**src/rtl/dmem_lsu.sv**
```systemverilog
// Load/store initiator between the execute stage and a word-addressed,
// single-port data memory. Sub-word stores are done as read-modify-write.
//
// state  | meaning
// IDLE   | ready for a request
// LOAD   | read the word, extract and extend the lane into resp_rdata
// STWR   | full-word write
// RMWRD  | read the word and merge the store lane into mem_din
// RMWWR  | write the merged word back
// RESP   | hold the response until resp_ready
module dmem_lsu #(
    parameter int DEPTH = 128,
    parameter int AW    = 7
) (
    input  logic        clk,
    input  logic        rst,
    input  logic        req_valid,
    output logic        req_ready,
    input  logic        req_we,
    input  logic [2:0]  req_funct3,
    input  logic [31:0] req_addr,
    input  logic [31:0] req_wdata,
    output logic        resp_valid,
    input  logic        resp_ready,
    output logic [31:0] resp_rdata,
    output logic        resp_err,
    output logic [31:0] mem_addr,
    output logic [31:0] mem_din,
    output logic        mem_we,
    input  logic [31:0] mem_dout
);

    typedef enum logic [2:0] {
        S_IDLE, S_LOAD, S_STWR, S_RMWRD, S_RMWWR, S_RESP
    } state_t;

    localparam logic [29:0] DEPTH_W = 30'(DEPTH);

    state_t          state;
    state_t          state_nx;
    logic [AW+1:0]   addr_q;
    logic [2:0]      f3_q;
    logic [31:0]     wdata_q;
    logic [31:0]     merge_q;
    logic [31:0]     rdata_q;
    logic            err_q;
    logic            accept;
    logic            req_err;
    logic [7:0]      lane_b;
    logic [15:0]     lane_h;
    logic [31:0]     load_ext;
    logic [31:0]     merged;

    assign accept = req_valid && req_ready;

    // Request legality: funct3 code, natural alignment and word range.
    always_comb begin
        req_err = 1'b0;
        if (req_funct3[1:0] == 2'b11)
            req_err = 1'b1;
        if (req_we && req_funct3[2])
            req_err = 1'b1;
        if (!req_we && req_funct3 == 3'b110)
            req_err = 1'b1;
        if (req_funct3[1:0] == 2'b01 && req_addr[0])
            req_err = 1'b1;
        if (req_funct3[1:0] == 2'b10 && req_addr[1:0] != 2'b00)
            req_err = 1'b1;
        if (req_addr[31:2] >= DEPTH_W)
            req_err = 1'b1;
    end

    // Lane extraction with sign/zero extension, and lane merge for RMW.
    always_comb begin
        case (addr_q[1:0])
            2'd0:    lane_b = mem_dout[7:0];
            2'd1:    lane_b = mem_dout[15:8];
            2'd2:    lane_b = mem_dout[23:16];
            default: lane_b = mem_dout[31:24];
        endcase
        lane_h = addr_q[1] ? mem_dout[31:16] : mem_dout[15:0];
        case (f3_q[1:0])
            2'b00:   load_ext = {{24{lane_b[7] & ~f3_q[2]}}, lane_b};
            2'b01:   load_ext = {{16{lane_h[15] & ~f3_q[2]}}, lane_h};
            default: load_ext = mem_dout;
        endcase
        merged = mem_dout;
        if (f3_q[1:0] == 2'b00) begin
            case (addr_q[1:0])
                2'd0:    merged[7:0]   = wdata_q[7:0];
                2'd1:    merged[15:8]  = wdata_q[7:0];
                2'd2:    merged[23:16] = wdata_q[7:0];
                default: merged[31:24] = wdata_q[7:0];
            endcase
        end else if (addr_q[1]) begin
            merged[31:16] = wdata_q[15:0];
        end else begin
            merged[15:0] = wdata_q[15:0];
        end
    end

    // State register.
    always_ff @(posedge clk) begin
        if (rst)
            state <= S_IDLE;
        else
            state <= state_nx;
    end

    // Next-state logic.
    always_comb begin
        state_nx = state;
        case (state)
            S_IDLE: begin
                if (accept) begin
                    if (req_err)
                        state_nx = S_RESP;
                    else if (!req_we)
                        state_nx = S_LOAD;
                    else if (req_funct3[1:0] == 2'b10)
                        state_nx = S_STWR;
                    else
                        state_nx = S_RMWRD;
                end
            end
            S_LOAD:  state_nx = S_RESP;
            S_STWR:  state_nx = S_RESP;
            S_RMWRD: state_nx = S_RMWWR;
            S_RMWWR: state_nx = S_RESP;
            S_RESP:  if (resp_ready) state_nx = S_IDLE;
            default: state_nx = S_IDLE;
        endcase
    end

    // Request latch, load result and merged-word registers.
    always_ff @(posedge clk) begin
        if (rst) begin
            addr_q  <= '0;
            f3_q    <= '0;
            wdata_q <= '0;
            merge_q <= '0;
            rdata_q <= '0;
            err_q   <= 1'b0;
        end else begin
            if (accept) begin
                addr_q  <= req_addr[AW+1:0];
                f3_q    <= req_funct3;
                wdata_q <= req_wdata;
                err_q   <= req_err;
                rdata_q <= '0;
            end
            if (state == S_LOAD)
                rdata_q <= load_ext;
            if (state == S_RMWRD)
                merge_q <= merged;
        end
    end

    // Outputs; everything is forced quiet while rst is high so a reset
    // during a write state never reaches the memory.
    always_comb begin
        req_ready  = 1'b0;
        resp_valid = 1'b0;
        resp_rdata = '0;
        resp_err   = 1'b0;
        mem_we     = 1'b0;
        mem_addr   = '0;
        mem_din    = '0;
        if (!rst) begin
            case (state)
                S_IDLE: req_ready = 1'b1;
                S_LOAD, S_RMWRD: begin
                    mem_addr = {{(32-AW){1'b0}}, addr_q[AW+1:2]};
                end
                S_STWR: begin
                    mem_addr = {{(32-AW){1'b0}}, addr_q[AW+1:2]};
                    mem_din  = wdata_q;
                    mem_we   = 1'b1;
                end
                S_RMWWR: begin
                    mem_addr = {{(32-AW){1'b0}}, addr_q[AW+1:2]};
                    mem_din  = merge_q;
                    mem_we   = 1'b1;
                end
                S_RESP: begin
                    resp_valid = 1'b1;
                    resp_rdata = rdata_q;
                    resp_err   = err_q;
                end
                default: ;
            endcase
        end
    end

endmodule

```
**config.mk**
```make
export PLATFORM = sky130hd
export DESIGN_NAME = dmem_lsu
export DESIGN_NICKNAME = d
export VERILOG_FILES = /design/src/rtl/dmem_lsu.sv
export SDC_FILE = /design/constraint.sdc
export NUM_CORES = 1
export LEC_CHECK = 0
export ABC_AREA = 1
export CORE_ASPECT_RATIO = 1.4
export CORE_MARGIN = 1
export CORE_UTILIZATION = 38
export DETAILED_ROUTE_END_ITERATION = 8
export PLACE_DENSITY = 0.7
export SKIP_LAST_GASP = 1
export SLEW_MARGIN = 15
export SYNTH_ARGS = -nofsm -noshare
export SYNTH_HDL_FRONTEND = slang
export SYNTH_SLANG_ARGS = --single-unit
```
**constraint.sdc**
```tcl
create_clock -name clk -period 1.6 [get_ports clk]
set_clock_uncertainty 0.2 [all_clocks]
set_input_delay 0.24 -clock clk [delete_from_list [all_inputs] [get_ports clk]]
set_output_delay 0.24 -clock clk [all_outputs]
set_load 0.02 [all_outputs]
```
==> metrics.yaml, run 1 <==
status: "finished with violations"
violations: "design-rule violations, negative setup slack"
synth.top_cell.area_share_pct: 35.1
synth_seq_cells: 112
yosys-top-cells-area: "dfxtp_1, nand2_1, o21ai_0"
r2r-start: "state[2]$_SDFFE_PP0P_"
grt_usage_pct: 25.8
grt_pass1_wl_mm: 35.5
ioPinCount: 204
grt_max_degree: 62
dr.first_iter.drc_count: 675
required_ns: 1.16
fmax_mhz: 487
final_antenna_net_count: 0
final_common_cell: "nand2_1"
vias: 7794
finalSetupTns_ns: -47.20
cap_viol_max_count: 0
synth_warnings: 0
drt-pass1-iter-count: 8
io_buffers: 178
dieArea_um2: 17400
place_inst: 1396
grt_overflow: 0
slowest_stage: "dfxtp_4"
netlist_area_um2: 6390
antenna_found_initial: 1
dp_worst_setup_slack_ns: -0.537
r2r_end: "merge_q[5]$_SDFFE_PP0P_"
regToRegSetupSlack_ns: -0.25
synthToLayoutAreaGrowth_pct: 69.8
maxSlewViolCount: 0
setup-violations-final: 187
synth_top_area_cell: "dfxtp_1"
grt_pass1_vias: 6944
num-fill-cells: 1359
rsz0062_at_grt: "yes"
r2r_cells: 7
gp_congestion: 0.905
worst-path-stages: 8
powerDensity_nw_per_um2: 1120
cts-root-buf: "clkbuf_16"
drc: 14
endpoint: "resp_rdata[3]"
htree_num_levels: 3
floorplan.initialDensity_pct: 39.2
nNetsFinal: 1351
worst_setup_path_end_kind: "primary output"
period_share_pct: 128
cpLargestDelayFamily: "buffers and inverters"
critPathLaunch: "state[1]$_SDFFE_PP0P_"
layout_common_cells: "nand2_1, buf_4, dfxtp_1"
drive_gt1_share_pct: 33.7
cpMostUsedCell: "buf_4"
crit_buf_inv: 4
clk_pin_slew_ns: 0.08
syn-mean-instance-area_um2: 6.44
wire_per_inst_um: 17.6
yosysSeqAreaShare_pct: 35.1
drt-total-wl_mm: 25.5
vias_per_cell: 5.37
cts_buffers: 9
min_path_type: "in -> reg"
hold_ws_ns: 0.206
path_cells: "inv_4, nand2_4, nor2_4, buf_4, clkbuf_16, nand2_1, nor2_2, buf_4"
clk_latency_ns: 0.36
cts_num_sinks: 112
dp_hpwl_mm: 16.4
die_x_um: 112
synth_cells: 993
crit_type: "reg -> out"
clk_path_buf_depth: 2
tritoncts: "built"
critPathLaunchType: "flip-flop"
final_cells: 1452
synth.distinct_cells: 30
ir_drop_mv: 0.662
die_h_um: 155
worstPathArrival_ns: 1.61
timing_hold_violations_final: 0
cp_max_fo: 5
setup_ws_ns: -0.452
finalPower_uw: 12200
p_leak_uw: 0.00445
fin_crit_ns: 2.05
placementRows: 55
core_region_area_um2: 16300
cpPeakStageDelay_ns: 0.37
where the power goes:
part           switching, µW  total, µW  leakage, µW  internal [µW]
clock                   1100       2490     0.000149           1380
sequential               298       3510     0.000915           3210
combinational           3460       6190      0.00338           2730
total                   4860      12200      0.00445           7320
area by class of cell:
type	count	area (µm²)	share of cell area, %
clock inverters	6	92.6	0.853
clock buffers	10	229	2.11
repair buffers	321	3350	30.9
well taps	199	249	2.29
multi-input cells	742	4420	40.7
inverters	61	258	2.37
flip-flops and latches	112	2250	20.8
diodes	1	2.50	0.0231
cells in the mapped netlist, drive strengths merged:
cell type / count
nand2: 289
o21ai: 120
dfxtp: 112
a21oi: 106
nor2: 64
inv: 59
buf: 58
clkbuf: 44
o22ai: 38
a31oi: 32
nand3: 31
o211ai: 29
clkinv: 2
nor3: 2
a211oi: 1
a21boi: 1
conb: 1
nand3b: 1
nand4: 1
nor4: 1
o221ai: 1
worst register-to-register path, cell delays in order (launching register included):
cell	delay [ns]
dfxtp_4	0.37
inv_2	0.15
nand3_1	0.19
buf_4	0.20
clkinvlp_4	0.12
clkbuf_16	0.23
o21ai_0	0.12
a31oi_1	0.18
through the flow:
step           util [%]  cell area, µm²
4_1_cts            60.9            9930
2_1_floorplan         -            6850
3_3_place_gp       57.3            9340
6_report           66.6           10900
5_1_grt            66.6           10900
3_5_place_dp       57.3            9340
timing repair:
item,CTS,global route
setup buffers,11,16
pin swaps,6,22
setup endpoints to repair,183,187
gates cloned,2,14
resized for setup,400,239
hold buffers,0,0
logic make-up (layout without fill, tap and decap cells):
group | after synthesis | count (layout) | share of synthesized area [%]
and+or+nand+nor | 389 | 389 | 24.4
AOI/OAI and AO/OA | 328 | 328 | 28.5
buffers and inverters | 163 | 398 | 12.0
DFF | 112 | 112 | 35.1
other | 1 | 26 | 0.0587
how the worst min path moves through the flow:
| stage | start | endpoint | slack (ns) | cells past startpoint |
|---|---|---|---|---|
| 6_report | rst | merge_q[3]$_SDFFE_PP0P_ | 0.21 | 5 |
| 5_1_grt | req_addr[3] | addr_q[3]$_SDFFE_PP0P_ | 0.23 | 3 |
| 4_1_cts | rst | merge_q[5]$_SDFFE_PP0P_ | 0.18 | 5 |
| 3_5_place_dp | rdata_q[13]$_SDFFE_PP0P_ | rdata_q[13]$_SDFFE_PP0P_ | 0.26 | 2 |
| 3_3_place_gp | rdata_q[10]$_SDFFE_PP0P_ | rdata_q[10]$_SDFFE_PP0P_ | 0.25 | 2 |
| 2_1_floorplan | req_addr[2] | addr_q[2]$_SDFFE_PP0P_ | 0.15 | 2 |
sequential cells by signal, indices dropped and copies added, names as in the netlist:
signal	cells
addr_q	9
err_q	1
f3_q	3
merge_q	32
rdata_q	32
state	3
wdata_q	32
metal layers:
layer	GRT usage, %	routed length (µm)
met1	31.5	9920
met2	44.1	13000
met3	2.88	1400
met4	14.0	1190
met5	0	0
No activity file was read; power rests on OpenSTA's default activity.
==> inputs of run 2 (changes only) <==
--- a/config.mk
+++ b/config.mk
@@ -6,6 +6,7 @@
 export NUM_CORES = 1
 export LEC_CHECK = 0
 export ABC_AREA = 1
+export CAP_MARGIN = 10
 export CORE_ASPECT_RATIO = 1.4
 export CORE_MARGIN = 1
 export CORE_UTILIZATION = 38
==> results of run 2 <==
The final DEF is identical to that of run 1; final timing and power are the same.
